[src/rtl/rom_port_ctrl.sv]
// Sequences word-addressed read requests onto the external boot-ROM pins.
// Writes are rejected; a one-entry last-address cache serves repeated fetches.
module rom_port_ctrl #(
    parameter int ADDR_W     = 14,
    parameter int ROM_ADDR_W = 12,
    parameter int DATA_W     = 32,
    parameter int LATENCY    = 2,
    parameter int CACHE_EN   = 1
) (
    input  logic                  clk,
    input  logic                  rst,
    input  logic                  req_valid,
    output logic                  req_ready,
    input  logic [ADDR_W-1:0]     req_addr,
    input  logic                  req_write,
    output logic                  rsp_valid,
    input  logic                  rsp_ready,
    output logic [DATA_W-1:0]     rsp_data,
    output logic                  rsp_err,
    output logic                  ROM_enable,
    output logic                  ROM_read,
    output logic [ROM_ADDR_W-1:0] ROM_address,
    input  logic [DATA_W-1:0]     ROM_out
);

    // state  | meaning
    // IDLE   | ready for a request
    // ACCESS | ROM enabled, waiting LATENCY cycles for ROM_out
    // RESP   | response held until rsp_ready
    typedef enum logic [1:0] {IDLE, ACCESS, RESP} state_t;

    state_t                  state_q, state_d;
    logic [ADDR_W-1:0]       addr_q;
    logic [3:0]              cnt_q;
    logic [DATA_W-1:0]       rsp_data_q;
    logic                    rsp_err_q;
    logic                    rom_en_q;
    logic [ROM_ADDR_W-1:0]   rom_addr_q;
    logic                    cache_valid_q;
    logic [ADDR_W-1:0]       cache_addr_q;
    logic [DATA_W-1:0]       cache_data_q;
    logic                    cache_hit;
    logic                    last_cycle;

    // Hit compare uses the full request address, so ROM aliases do not hit.
    assign cache_hit  = (CACHE_EN != 0) && cache_valid_q && (req_addr == cache_addr_q);
    assign last_cycle = (cnt_q == 4'(LATENCY - 1));

    always_ff @(posedge clk or posedge rst) begin
        if (rst) state_q <= IDLE;
        else     state_q <= state_d;
    end

    always_comb begin
        state_d = state_q;
        case (state_q)
            IDLE: begin
                if (req_valid) begin
                    if (req_write || cache_hit) state_d = RESP;
                    else                        state_d = ACCESS;
                end
            end
            ACCESS:  if (last_cycle) state_d = RESP;
            RESP:    if (rsp_ready)  state_d = IDLE;
            default: state_d = IDLE;
        endcase
    end

    always_comb begin
        req_ready = (state_q == IDLE) && !rst;
        rsp_valid = (state_q == RESP);
    end

    always_ff @(posedge clk or posedge rst) begin
        if (rst) begin
            addr_q        <= '0;
            cnt_q         <= '0;
            rsp_data_q    <= '0;
            rsp_err_q     <= 1'b0;
            rom_en_q      <= 1'b0;
            rom_addr_q    <= '0;
            cache_valid_q <= 1'b0;
            cache_addr_q  <= '0;
            cache_data_q  <= '0;
        end else begin
            case (state_q)
                IDLE: begin
                    if (req_valid) begin
                        addr_q <= req_addr;
                        cnt_q  <= '0;
                        if (req_write) begin
                            rsp_err_q  <= 1'b1;
                            rsp_data_q <= '0;
                        end else if (cache_hit) begin
                            rsp_err_q  <= 1'b0;
                            rsp_data_q <= cache_data_q;
                        end else begin
                            rom_en_q   <= 1'b1;
                            rom_addr_q <= req_addr[ROM_ADDR_W-1:0];
                        end
                    end
                end
                ACCESS: begin
                    cnt_q <= cnt_q + 4'd1;
                    if (last_cycle) begin
                        rsp_data_q    <= ROM_out;
                        rsp_err_q     <= 1'b0;
                        rom_en_q      <= 1'b0;
                        cache_valid_q <= 1'b1;
                        cache_addr_q  <= addr_q;
                        cache_data_q  <= ROM_out;
                    end
                end
                RESP: begin
                    if (rsp_ready) rsp_err_q <= 1'b0;
                end
                default: ;
            endcase
        end
    end

    assign rsp_data    = rsp_data_q;
    assign rsp_err     = rsp_err_q;
    assign ROM_enable  = rom_en_q;
    assign ROM_read    = rom_en_q;
    assign ROM_address = rom_addr_q;

endmodule
[config.mk]
export PLATFORM = sky130hd
export DESIGN_NAME = rom_port_ctrl
export DESIGN_NICKNAME = d
export VERILOG_FILES = /design/src/rtl/rom_port_ctrl.sv
export SDC_FILE = /design/constraint.sdc
export NUM_CORES = 1
export LEC_CHECK = 0
export ABC_CLOCK_PERIOD_IN_PS = 5200
export CORE_MARGIN = 3
export CORE_UTILIZATION = 52
export DETAILED_ROUTE_END_ITERATION = 7
export HOLD_SLACK_MARGIN = 0.12
export MAX_ROUTING_LAYER = met4
export PLACE_DENSITY_LB_ADDON = 0.08
export SYNTH_ARGS = -nofsm -noshare
export SYNTH_HDL_FRONTEND = slang
export SYNTH_SLANG_ARGS = --single-unit
[constraint.sdc]
create_clock -name clk -period 5.2 [get_ports clk]
set_clock_uncertainty 0.1 [all_clocks]
set_input_delay 1.04 -clock clk [delete_from_list [all_inputs] [get_ports clk]]
set_output_delay 1.04 -clock clk [all_outputs]
set_load 0.02 [all_outputs]
Word level (Yosys, flattened, before mapping)
Index checks and enable logic that the tools add are counted.

storage, ports and cells
  bits in registers = 113
  logic and storage cells = 60
  output and inout port bits = 49

operators by class
  bitwise logic cells = 2
  reduce and logical (&&, ||, !) cells = 15
  mux-type cells = 22
  equal/unequal tests = 10
  $add $sub $neg = 1

operators with widths
  operator                                                               number
  32-bit two-way mux                                                     4
  32-bit case mux with 2 select lines                                    1
  14-bit equality test                                                   1
  5-bit AND reduction                                                    2
  1-bit two-way mux                                                      8
  2-bit two-way mux                                                      4
  2-bit != test, second input constant                                   4
  4-bit case mux with 2 select lines                                     1
  4-bit AND reduction                                                    2
  2-bit case mux with 3 select lines                                     1
  2-bit AND reduction                                                    3
  4-bit by 1-bit adder with 4-bit output, second input constant          1
  4-bit by 1-bit equality test with 1-bit output, second input constant  1
  4-bit two-way mux                                                      1
  3-bit != test, second input constant                                   1
  1-bit case mux with 3 select lines                                     1
  3-bit AND reduction                                                    1
  3-bit nonzero test                                                     1
  2-bit by 1-bit equality test with 1-bit output, second input constant  1
  2-bit equality test, second input constant                             1
  1-bit logical AND                                                      2
  2-bit logical NOT                                                      1
  2-bit by 1-bit != test with 1-bit output, second input constant        1
  1-bit inverter                                                         2
  4 further kinds                                                        4

Depth between registers and ports, before layout
Gate-level depths: netlist (run 1).

  word-level depth = 6
  depth in mapped cells = 8
  mapped depth without buffers = 7

Worst setup path before layout (run 1)
OpenSTA, ideal clock, no wires.

  path kind = in2reg
  start point = input req_addr[8]
  end point = register rsp_data_q[0] (netlist: rsp_data[0])
  arrival = 2.527 ns
  stages = 6
  buffers on the path = 1
  path slack = 2.445 ns
  path through = xnor2_1 nand4_1 or4_4 a21oi_4 buf_6 mux2_1

on the way
  longest elaborated chain between the ends = 4

ends and longest elaborated chain
  element                        line  source
  start: declaration             14    input logic [ADDR_W-1:0] req_addr,
  14-bit equality test           46    assign cache_hit = (CACHE_EN != 0) && cache_valid_q && (req_addr == cache_addr_q);
  1-bit logical AND              46
  3-bit != test (no line)        n/a
  4-bit AND reduction (no line)  n/a
  end signal: assignment         96    rsp_data_q <= cache_data_q;
  end signal: assignment         106   rsp_data_q <= ROM_out;
  end: declaration               35    logic [DATA_W-1:0] rsp_data_q;

Every way passes these cells.
A chain may end at the register's enable or synchronous reset.

Worst setup path in the final report (run 1)
  start point = input rst
  end point = output req_ready

on the way
  longest elaborated chain between the ends = 2

ends and longest elaborated chain
  element                      line  source
  start: declaration           11    input logic rst,
  1-bit logical NOT (no line)  n/a
  1-bit logical AND            70    req_ready = (state_q == IDLE) && !rst;
  end: declaration             13    output logic req_ready,

Every way passes these cells.

==> impl_metrics.tcl, run 1 <==
set metrics [dict create \
    syn_to_final_growth_pct 35.58 \
    cts_tree "built" \
    final_layout_size_suffix_gt1_share_pct 23.30 \
    dp.cells 612 \
    cpMostUsedCell "clkdlybuf4s50_1" \
    fin_crit_ns 3.371 \
    htree_levels 4 \
    critPathKind "primary input to primary output" \
    fin_crit_sh_pct 64.84 \
    hold_class "register to register" \
    wirelength_mm 10.57 \
    grt_max_degree 87 \
    dieWidth_um 104.7 \
    powerDensity_nw_per_um2 640.0 \
    layout.nets 559 \
    ys_seq_area_share_pct 55.84 \
    dieArea_um2 10960 \
    worstPathMaxFanout 2 \
    dr.pass1.iters 4 \
    initial_utilization_pct 54.03 \
    post-route-drc-count 0 \
    power.total_mw 4.393 \
    tightest_slew_ns 1.034 \
    maxCapViolCount 0 \
    syn-num-nets 457 \
    cp-start-kind "primary input" \
    grt_pass1_vias 3629 \
    worst-path-buf-inv 2 \
    vias 3380 \
    arrival_ns 2.23 \
    cp.required_ns 4.06 \
    synthesis.area_um2 5064 \
    setup_ws_ns 1.829 \
    wire_per_inst_um 16.41 \
    postCtsSetupBuffers 0 \
    hold_depth 1 \
    gr-total-overflow 0 \
    final_cells 644 \
    rsz0062_at_grt "false" \
    regToRegSetupSlack_ns 1.92 \
    cp_slowest_cell "clkdlybuf4s50_1" \
    power_leakage_nw 2.915 \
    cts_made_buffers 17 \
    clk_root_buffer_cell "clkbuf_8" \
    layout_commonest_cell "dfrtp_1" \
    synth_seq_cells 113 \
    rr_endpoint "cache_addr_q[3]$_DFFE_PP0P_" \
    ios 100 \
    cts.repair.resized 0 \
    drtIter0Drc 131 \
    place_hpwl_mm 6.888 \
    busiest_layer "met2" \
    max_freq_ghz 0.2966 \
    cts_buffer_depth 2 \
    setup_viol 0 \
    max_slew_margin_pct 31.05 \
    place_ws_ns 1.399 \
    io_buffers 99 \
    antenna_found_initial 0 \
    fin_tns_setup_ns 0 \
    cts.clk_slew.worst_paths_ns 0.06 \
    r2r-start "state_q[1]$_DFFE_PP0P_" \
    status "finished clean" \
    hold_viol 0 \
    drtAntennaViolNets 0 \
    gp_congestion 0.7631 \
    cts_hold_buf 0 \
    cp.depth 3 \
    min_from "cache_valid_q$_DFFE_PP0P_" \
    endpoint_kind "primary output" \
    cp-startpoint "rst" \
    diodes 0 \
    grt_pass1_wl_mm 17.86 \
    grtUsageMet1_pct 26.53 \
    grt_use_met3_pct 5.868 \
    gr-usage-met2_pct 32.61 \
    clock_latency_ns 0.51 \
    mostFrequentLayoutCells "113 x dfrtp_1, 99 x clkdlybuf4s50_1, 74 x mux2_2" \
    cp_top_family "buffers and inverters" \
    r2r_cells 6 \
    yosys_warnings 0 \
    synthCells 400 \
    track_usage_pct 20.92 \
    clock-sinks 113 \
    ys_types 33 \
    syn-mean-instance-area_um2 12.66 \
    core_area_um2 9371 \
    row_count 35 \
    critical-path-max-stage-delay_ns 0.60 \
    chipHeight_um 104.7 \
    vdd_drop_max_mv 0.3922 \
    crit_path_end "req_ready" \
    slew_viol_final 0 \
    path_cells "clkdlybuf4s50_1 > nor2b_1 > clkdlybuf4s50_1" \
    via_per_inst 5.248 \
]
==> worst min path at each step <==
stage	end	slack [ns]
final	cache_valid_q$_DFFE_PP0P_	0.38
after global routing	cache_valid_q$_DFFE_PP0P_	0.38
after CTS	cache_valid_q$_DFFE_PP0P_	0.37
after detailed placement	cache_valid_q$_DFFE_PP0P_	0.36
after global placement	cache_valid_q$_DFFE_PP0P_	0.36
after floorplan	cache_valid_q$_DFFE_PP0P_	0.34
==> registers in the layout, summed over array words and instances, names as in the netlist <==
name	flops
ROM_enable	1
rsp_data	32
state_q	2
cache_data_q	32
ROM_address	12
cnt_q	4
rsp_err	1
cache_valid_q	1
cache_addr_q	14
addr_q	14
==> synthesized netlist by cell type, drive strengths merged <==
cell type,number,area (um2)
dfrtp,113,2828
mux2,77,867.1
inv,35,131.4
a21oi,29,156.4
mux2i,28,280.3
nor3b,27,202.7
xnor2,14,122.6
buf,11,63.80
clkbuf,11,41.29
o21ai,9,45.04
a22o,7,61.31
ha,6,75.07
nand3,6,30.03
nand2,5,18.77
nand4,3,18.77
nor2b,3,18.77
nor3,3,15.01
nor2,2,7.510
or2,2,12.51
a31oi,1,6.260
and2,1,6.260
and3,1,6.260
and4,1,8.760
nand2b,1,6.260
nand3b,1,7.510
nor4,1,6.260
o32ai,1,8.760
or4,1,11.26
==> per-stage QoR <==
| stage | cell area [um2] | utilization, % | hold slack (ns) |
|---|---|---|---|
| final | 6865 | 73.26 | 0.3758 |
| after global routing | 6865 | 73.26 | 0.3834 |
| after CTS | 6865 | 73.26 | 0.3696 |
| after global placement | 6167 | 65.81 | 0.3553 |
| after floorplan | 5064 | - | 0.3392 |
| after detailed placement | 6167 | 65.81 | 0.3600 |
==> per-layer routing <==
layer / part of all wire [%] / wire length [um]
met5: 0 / 0
met3: 5.0 / 532
met2: 49 / 5149
met4: 1.8 / 193
met1: 44 / 4695
==> layout make-up <==
cell class	count	area [um2]
Inverter	35	133.9
Multi-Input combinational cell	230	2008
Fill cell	675	2506
Clock inverter	13	256.5
Timing Repair Buffer	105	1036
Clock buffer	19	441.7
Tap cell	129	161.4
Sequential cell	113	2828
==> cell families after synthesis <==
group | after synthesis | synth area share [%]
flip-flops | 113 | 55.84
AO/OA/AOI/OAI | 47 | 5.486
adder cells (fa/ha/maj) | 6 | 1.483
XOR/XNOR | 14 | 2.422
buffers and inverters | 57 | 4.670
AND/OR/NAND/NOR | 58 | 7.438
multiplexers | 105 | 22.66
==> worst reg2reg max path: stages, from the launching register on <==
cell and delay (ns):
dfrtp_1 0.41, inv_1 0.11, ha_2 0.55, buf_4 0.48, and4_2 0.58, buf_4 0.51
mux2_2 0.42
==> power breakdown <==
part	switching, mW	internal, mW
registers	0.212	1.28
clock network	0.397	0.949
logic	0.727	0.832
(Power assumes the default switching activity.)
==> run 2: changes to the inputs <==
ABC_CLOCK_PERIOD_IN_PS = 2800   (was 5200)
CORE_UTILIZATION = 47   (was 52)
clock period = 2.8 ns   (was 5.2 ns; I/O delays follow)
==> run 2 against run 1 <==
  * Via count grew 0.21%
  * Critical path depth grew 4
  * Core utilization shrank 7.4 points
  * Worst setup slack lost 1.5 ns
  * Sequential share of layout area is essentially flat
  * Register-to-register slack lost 1.5 ns
  * Die area grew 10%
  * Clock-buffer cell count shrank 1
==> impl_metrics.tcl, run 2 (synthesized netlist as in run 1, its figures left out) <==
set metrics [dict create \
    chipHeight_um 109.8 \
    clk_root_buffer_cell "clkbuf_8" \
    hold_viol 0 \
    setup_viol 0 \
    cts_made_buffers 17 \
    gr-total-overflow 0 \
    mostFrequentLayoutCells "113 x dfrtp_1, 98 x clkdlybuf4s50_1, 74 x mux2_2" \
    layout.nets 570 \
    maxCapViolCount 0 \
    nFillCells 804 \
    postPlaceCellArea_um2 6322 \
    syn_to_final_growth_pct 35.56 \
    dr.pass1.iters 4 \
    grt_pass1_vias 3452 \
    worstPathMaxFanout 12 \
    cts_tree "built" \
    cts_hold_buf 0 \
    tightest_slew_ns 1.056 \
    place_hpwl_mm 6.585 \
    endpoint_kind "register" \
    postCtsSetupBuffers 0 \
    wirelength_mm 10.40 \
    htree_levels 4 \
    dieWidth_um 109.8 \
    gp_congestion 0.7532 \
    hold_class "register to register" \
    max_slew_margin_pct 29.19 \
    fin_area_um2 6864 \
    grt_pass1_wl_mm 17.06 \
    status "finished clean" \
    clock_latency_ns 0.51 \
    cts.clk_slew.worst_paths_ns 0.06 \
    drtIter0Drc 121 \
    core_area_um2 10420 \
    fin_crit_ns 2.461 \
    row_count 37 \
    ios 100 \
    diodes 0 \
    io_buffers 99 \
    critPathKind "primary input to register" \
    via_per_inst 5.116 \
    layout_commonest_cell "dfrtp_1" \
    fin_hold_ws_ns 0.3761 \
    cp-start-kind "primary input" \
    cp.required_ns 3.09 \
    antenna_found_initial 0 \
    cts_buffer_depth 2 \
    power_leakage_nw 2.912 \
    arrival_ns 2.75 \
    rsz0062_at_grt "false" \
    utilization_pct 65.90 \
    slew_viol_final 0 \
    drtAntennaViolNets 0 \
    initial_utilization_pct 48.61 \
    fin_crit_sh_pct 87.90 \
    post-route-drc-count 0 \
    vdd_drop_max_mv 0.5285 \
    fin_tns_setup_ns 0 \
    vias 3387 \
    track_usage_pct 18.98 \
    final_layout_size_suffix_gt1_share_pct 25.10 \
    max_freq_ghz 0.4063 \
    wire_per_inst_um 15.72 \
    clock-sinks 113 \
    dieArea_um2 12050 \
    powerDensity_nw_per_um2 1121 \
    grt_max_degree 114 \
]
[run 2: cell types whose count changed in the layout (fill, tap and decap cells not counted)]
cell             change
clkinv_2             +1
bufinv_16            -7
clkinv_4             +1
clkinvlp_4           +4
clkdlybuf4s50_1      -1
buf_12               +5
inv_6                +3
inv_4                -1
ha_1                 -1
buf_4                +6
clkbuf_8             -1
ha_2                 +1
dlymetal6s2s_1       +1
[run 2: final timing paths]
kind | end | start | slack (ns) | cells after the start
hold reg to reg | cache_valid_q$_DFFE_PP0P_ | cache_valid_q$_DFFE_PP0P_ | 0.38 | 1
min in group asynchronous | rsp_data[28]$_DFFE_PP0P_ | rst | 0.47 | 3
max in group asynchronous | cache_data_q[25]$_DFFE_PP0P_ | rst | 1.60 | 3
setup reg to reg | ROM_address[7]$_DFFE_PP0P_ | state_q[1]$_DFFE_PP0P_ | 0.43 | 5
setup / recovery | ROM_address[7]$_DFFE_PP0P_ | req_addr[9] | 0.34 | 7
hold / removal | cache_valid_q$_DFFE_PP0P_ | cache_valid_q$_DFFE_PP0P_ | 0.38 | 1
[run 2: report_power, final]
group / total (mW) / switching, mW / internal [mW] / leakage [nW]
clock network: 1.92 / 0.803 / 1.12 / 0.250
logic: 3.03 / 1.35 / 1.68 / 1.25
registers: 2.75 / 0.381 / 2.37 / 1.42
[run 2: critical path, stage by stage]
cell             delay (ns)
clkdlybuf4s50_1        0.47
xnor2_1                0.16
nand4_1                0.13
nor4_1                 0.08
buf_4                  0.14
nor3_2                 0.79
mux2_2                 0.43
[run 2: final cells by class]
| cell class | count | area [um2] | area share [%] |
|---|---|---|---|
| multi-input cells | 230 | 2011 | 29.29 |
| clock inverters | 14 | 108.9 | 1.586 |
| flip-flops and latches | 113 | 2828 | 41.20 |
| well taps | 136 | 170.2 | 2.479 |
| clock buffers | 18 | 427.9 | 6.234 |
| inverters | 35 | 135.1 | 1.969 |
| repair buffers | 116 | 1184 | 17.24 |
[run 2: what timing repair did]
action / CTS / global route
gates resized for setup: 0 / 2
setup endpoints to repair: 0 / 1
hold endpoints to repair: 0 / 0
[run 2: metrics by stage]
stage          power [mW]  std cells  setup slack [ns]
2_1_floorplan       4.698        400            0.5252
3_3_place_gp        5.735        630           -0.1311
3_5_place_dp        5.822        630           -0.2107
4_1_cts             7.792        662           0.02891
5_1_grt             8.195        662            0.1960
6_report            7.696        662            0.3387
[run 2: routing by layer]
metal,track usage [%],share of wire (%),wire length (um),vias to the layer above
li1,-,-,-,1619
met1,24.84,45,4731,1677
met2,28.73,49,5080,83
met3,5.285,4.7,485,8
met4,6.144,1.0,106,0
met5,-,0,0,-
